--- src/rtl/arb_sel_2to1_pkg.sv ---
// Shared encodings and the round-robin tie-break helper for arb_sel_2to1.
package arb_sel_2to1_pkg;

  typedef enum logic [1:0] {
    ST_IDLE  = 2'd0,
    ST_LOCK0 = 2'd1,
    ST_LOCK1 = 2'd2
  } state_t;

  localparam logic SEL_IN0 = 1'b0;
  localparam logic SEL_IN1 = 1'b1;

  // A lone requester wins outright; otherwise the pointer decides.
  function automatic logic rr_winner(input logic v0, input logic v1, input logic prio);
    if (v0 && !v1) return SEL_IN0;
    if (v1 && !v0) return SEL_IN1;
    return prio;
  endfunction

endpackage

--- src/rtl/mux_2to1.sv ---
// Single-bit 2:1 mux: Y follows I1 when S = 0, I2 when S = 1.
module mux_2to1 (
  input  logic I1,
  input  logic I2,
  input  logic S,
  output logic Y
);

  assign Y = S ? I2 : I1;

endmodule

--- src/rtl/arb_sel_2to1.sv ---
// Two-input round-robin stream arbiter with registered output, one beat per cycle.
// Packet locking on `last` is built in only when ARB_PKT_LOCK_EN is defined.
module arb_sel_2to1
  import arb_sel_2to1_pkg::*;
#(
  parameter int DATA_W = 8
) (
  input  logic              clk,
  input  logic              rst,
  input  logic              in0_valid,
  input  logic [DATA_W-1:0] in0_data,
  input  logic              in0_last,
  output logic              in0_ready,
  input  logic              in1_valid,
  input  logic [DATA_W-1:0] in1_data,
  input  logic              in1_last,
  output logic              in1_ready,
  output logic              out_valid,
  output logic [DATA_W-1:0] out_data,
  output logic              out_last,
  input  logic              out_ready,
  output logic              sel
);

  state_t            state_q, state_d;
  logic              prio_q, prio_d;
  logic              sel_c;
  logic              load_en, gnt_vld, xfer;
  logic              out_valid_q, out_valid_d;
  logic [DATA_W-1:0] out_data_q, out_data_d;
  logic              out_last_q, out_last_d;
  logic [DATA_W:0]   mux_a, mux_b, mux_y;

  assign mux_a = {in0_last, in0_data};
  assign mux_b = {in1_last, in1_data};

  for (genvar i = 0; i <= DATA_W; i++) begin : g_mux
    mux_2to1 u_mux (
      .I1 (mux_a[i]),
      .I2 (mux_b[i]),
      .S  (sel),
      .Y  (mux_y[i])
    );
  end

  always_comb begin
    sel_c = SEL_IN0;
    case (state_q)
      ST_IDLE:  sel_c = rr_winner(in0_valid, in1_valid, prio_q);
      ST_LOCK0: sel_c = SEL_IN0;
      ST_LOCK1: sel_c = SEL_IN1;
      default:  sel_c = SEL_IN0;
    endcase
  end

  // Grant is forced to in0 and both readies dropped while reset is held.
  assign sel       = rst ? SEL_IN0 : sel_c;
  assign load_en   = !out_valid_q || out_ready;
  assign gnt_vld   = (sel == SEL_IN1) ? in1_valid : in0_valid;
  assign xfer      = !rst && load_en && gnt_vld;
  assign in0_ready = !rst && load_en && (sel == SEL_IN0);
  assign in1_ready = !rst && load_en && (sel == SEL_IN1);

  always_comb begin
    state_d = state_q;
    prio_d  = prio_q;
    if (xfer) begin
`ifdef ARB_PKT_LOCK_EN
      if (mux_y[DATA_W]) begin
        state_d = ST_IDLE;
        prio_d  = ~sel;
      end else begin
        state_d = (sel == SEL_IN1) ? ST_LOCK1 : ST_LOCK0;
      end
`else
      state_d = ST_IDLE;
      prio_d  = ~sel;
`endif
    end
  end

  always_comb begin
    out_valid_d = out_valid_q;
    out_data_d  = out_data_q;
    out_last_d  = out_last_q;
    if (load_en) begin
      out_valid_d = gnt_vld;
      if (gnt_vld) begin
        out_data_d = mux_y[DATA_W-1:0];
        out_last_d = mux_y[DATA_W];
      end
    end
  end

  always_ff @(posedge clk) begin
    if (rst) begin
      state_q     <= ST_IDLE;
      prio_q      <= 1'b0;
      out_valid_q <= 1'b0;
      out_data_q  <= '0;
      out_last_q  <= 1'b0;
    end else begin
      state_q     <= state_d;
      prio_q      <= prio_d;
      out_valid_q <= out_valid_d;
      out_data_q  <= out_data_d;
      out_last_q  <= out_last_d;
    end
  end

  assign out_valid = out_valid_q;
  assign out_data  = out_data_q;
  assign out_last  = out_last_q;

endmodule

--- config.mk ---
export PLATFORM = sky130hd
export DESIGN_NAME = arb_sel_2to1
export DESIGN_NICKNAME = d
export VERILOG_FILES = /design/src/rtl/arb_sel_2to1_pkg.sv /design/src/rtl/mux_2to1.sv /design/src/rtl/arb_sel_2to1.sv
export SDC_FILE = /design/constraint.sdc
export NUM_CORES = 1
export LEC_CHECK = 0
export CAP_MARGIN = 20
export CORE_MARGIN = 10
export CORE_UTILIZATION = 32
export CTS_CLUSTER_SIZE = 14
export DETAILED_ROUTE_END_ITERATION = 12
export GPL_ROUTABILITY_DRIVEN = 0
export PLACE_DENSITY = 0.8
export SLEW_MARGIN = 10
export SYNTH_ARGS = -nofsm -noshare
export SYNTH_HDL_FRONTEND = slang
export SYNTH_SLANG_ARGS = --single-unit
export TNS_END_PERCENT = 1
--- constraint.sdc ---
create_clock -name clk -period 1.05 [get_ports clk]
set_input_delay 0.21 -clock clk [delete_from_list [all_inputs] [get_ports clk]]
set_output_delay 0.21 -clock clk [all_outputs]
set_load 0.03 [all_outputs]
==> summary.txt <==
Global routing
  • Number of global-route vias before repair: 685
  • Largest net degree at the start of global routing: 20
  • Grt total ovfl: 0
  • First-pass GRT wire length: between 3000 and 4000 µm
  • GRT Total Usage: approximately a tenth
  • Initial antenna violation count: 0

Worst hold path
  • Worst min-delay path endpoint: out_valid$_SDFFE_PP0N_
  • Worst hold stages: 3
  • Min-delay src: in1_valid
  • Hold crit path type: in2reg

Synthesis
  • #FFs+latches synth: 11
  • Yosys Warn Count: 0
  • Mapped Area: 588 µm²
  • Syn Nets: 90
  • Mapped Cells: 67
  • Seq/Total Area, Yosys: 37.4%
  • Avg Cell Area, Syn: between 8 and 9 µm²
  • Distinct cells, synth: 19

Die
  • Core Rows: 15
  • Die area: around 4000 µm²
  • Core Box Area: about 1700 µm²
  • Die Y-Extent: 62.9 µm
  • Die Width: 62.9 µm
  • IO Count: 36
  • Starting Density: 34.1%

Detailed routing
  • Initial drt markers: 3
  • Routed Antenna Nets: 0
  • Total Wirelength: roughly 1800 µm
  • Drt drc: 0
  • Vias/cell: 4.59
  • Avg WL per Cell: 13.4 µm
  • Total number of vias: 620
  • 1st-pass router iterations: 4

Worst setup path
  • CP required: 0.84 ns
  • CP startpoint kind: register
  • Worst EP arrival: 1.24 ns
  • FF-to-FF setup slack: -0.13 ns
  • Crit path buffers/inverters: 3
  • Crit-path max cell delay: ~0.32 ns
  • Worst R2R Start: prio_q$_SDFFE_PP0P_
  • Critical R2R Capture: out_data[6]$_SDFFE_PP0P_
  • Crit-path cells: nor2b_4, a21oi_2, inv_2, buf_12, buf_12
  • R2R cell count: 6
  • Kind of critical path: reg2out
  • Endpoint class of the critical path: primary output
  • Crit Path Max Fanout: 7
  • Most common cell on crit path: buf_12
  • Crit-path leading delay family: buffers and inverters
  • Slowest cell on the critical path: dfxtp_2

Timing
  • Final period util: 138%
  • Final number of setup-violating endpoints: 13
  • Final Slew Violations: 0
  • Unrepaired setup endpoints after global routing: yes
  • Peak Freq: between 600 and 700 MHz
  • Final Hold Vio Count: 0
  • Setup Skew: 0.00175 ns
  • Pin slew with the least headroom to its limit: between 0.2 and 0.25 ns
  • Final worst path period need: between 1 and 1.5 ns
  • Worst setup margin: -0.400 ns
  • Slew HR: 84.1%

Finish
  • Area Growth Syn to Fin: 85.1%
  • Final instance area: 1090 µm²
  • Commonest non-fill, non-tap cell in the layout: clkdlybuf4s50_1
  • Fraction of layout cells with a size suffix above 1: 45.5%
  • Layout Nets: 134
  • Post-Route Utilization: 63.0%
  • Most frequent cells in the layout: clkdlybuf4s50_1 (18), buf_4 (15), nand2_1 (11), nor2_1 (11), dfxtp_1 (9)
  • N_diodes: 0

Clocking
  • Clk_lat worst skew: 0.26 ns
  • Setup bufs post-CTS: 0
  • Clk buf depth: 2
  • Clock Sinks: 11
  • Worst-path clk slew: 0.07 ns
  • TritonCTS buffer count: 3
  • Clock tree root buffer cell: clkbuf_4
  • # H-tree levels: 1
  • CTS tree: yes

Placed design
  • Setup WS pre-CTS: -0.650 ns
  • Count of port buffers added during placement: 35
  • Placed Area: 1050 µm²
  • DP HPWL: 1540 µm

Status
  • Failing checks: negative setup slack
  • Status: complete, but fails checks

Power
  • Static Leak: 0.454 nW
  • Pwr per Cell Area: 1180 nW/µm²
  • Final total power: roughly 1.3 mW
  • Max VDD drop: 0.000565 V

Flow run
  • Max_cap viols: 0
[worst min-delay path, delay by kind of cell]
| family | cells | cell delay (ns) |
|---|---|---|
| buffers and inverters | 1 | 0.26 |
| AND/OR/NAND/NOR | 2 | 0.13 |
[layout make-up]
cell class	instances	area, µm²
well taps	25	31.3
multi-input cells	49	359
repair buffers	44	442
fillers	157	638
clock buffers	4	26.3
inverters	2	7.51
flip-flops and latches	11	223
[registers in the layout (all words and copies together) (netlist names)]
signal,count
out_valid,1
out_data,8
out_last,1
prio_q,1
[cells in the mapped netlist]
cell,count,area (µm²)
a21oi_2,1,8.76
buf_2,1,5.00
dfxtp_1,11,220
inv_2,1,3.75
nand2_2,7,43.8
a311oi_1,2,17.5
nor2b_1,2,12.5
nor3_1,2,10.0
nand2_1,11,41.3
inv_1,1,3.75
a311oi_2,7,105
buf_4,1,7.51
a211oi_1,1,7.51
a21oi_1,1,5.00
buf_1,1,3.75
buf_6,2,22.5
nand2b_1,2,12.5
nor3b_2,1,12.5
nor2_1,12,45.0
[how the worst max path moves through the flow]
stage                              startpoint                  endpoint  slack [ns]  cells after the start
after detailed placement                  rst  out_data[3]$_SDFFE_PP0P_       -0.65                      7
after CTS                 prio_q$_SDFFE_PP0P_                       sel       -0.40                      5
final                     prio_q$_SDFFE_PP0P_                       sel       -0.40                      5
after floorplan           prio_q$_SDFFE_PP0P_                 in0_ready       -0.22                      5
after global routing      prio_q$_SDFFE_PP0P_                 in0_ready       -0.48                      5
after global placement                    rst                 in1_ready       -0.60                      6
[kinds of logic after synthesis]
logic type             synth area share (%)
buffers and inverters                  7.87
DFF                                    37.4
AOI/OAI and AO/OA                      24.5
and+or+nand+nor                        30.2
[through the flow]
stage	hold WS, ns	setup TNS [ns]	std cells
floorplan	0.282	-1.51	67
global placement	0.499	-7.70	131
detailed placement	0.497	-8.21	131
CTS	0.383	-2.50	135
global route	0.413	-3.22	135
finish	0.378	-2.23	135
[per-layer routing]
layer | track usage [%] | vias to the layer above | routed length, µm
met1 | 9.51 | 283 | 735
met2 | 17.3 | 21 | 968
met3 | 3.05 | 2 | 88
met5 | 0 | - | 0
li1 | - | 314 | -
met4 | 4.47 | 0 | 21
[power breakdown]
group | internal [mW] | switching, mW | total (mW)
Clock | 0.146 | 0.139 | 0.285
Combinational | 0.259 | 0.258 | 0.517
Sequential | 0.459 | 0.0213 | 0.481
[what timing repair did]
action	CTS	global route
gates resized for setup	8	1
hold buffers	0	0
pin swaps	1	2
endpoints found under the setup margin	13	13
Note: power is estimated with default switching activity, not from simulation.
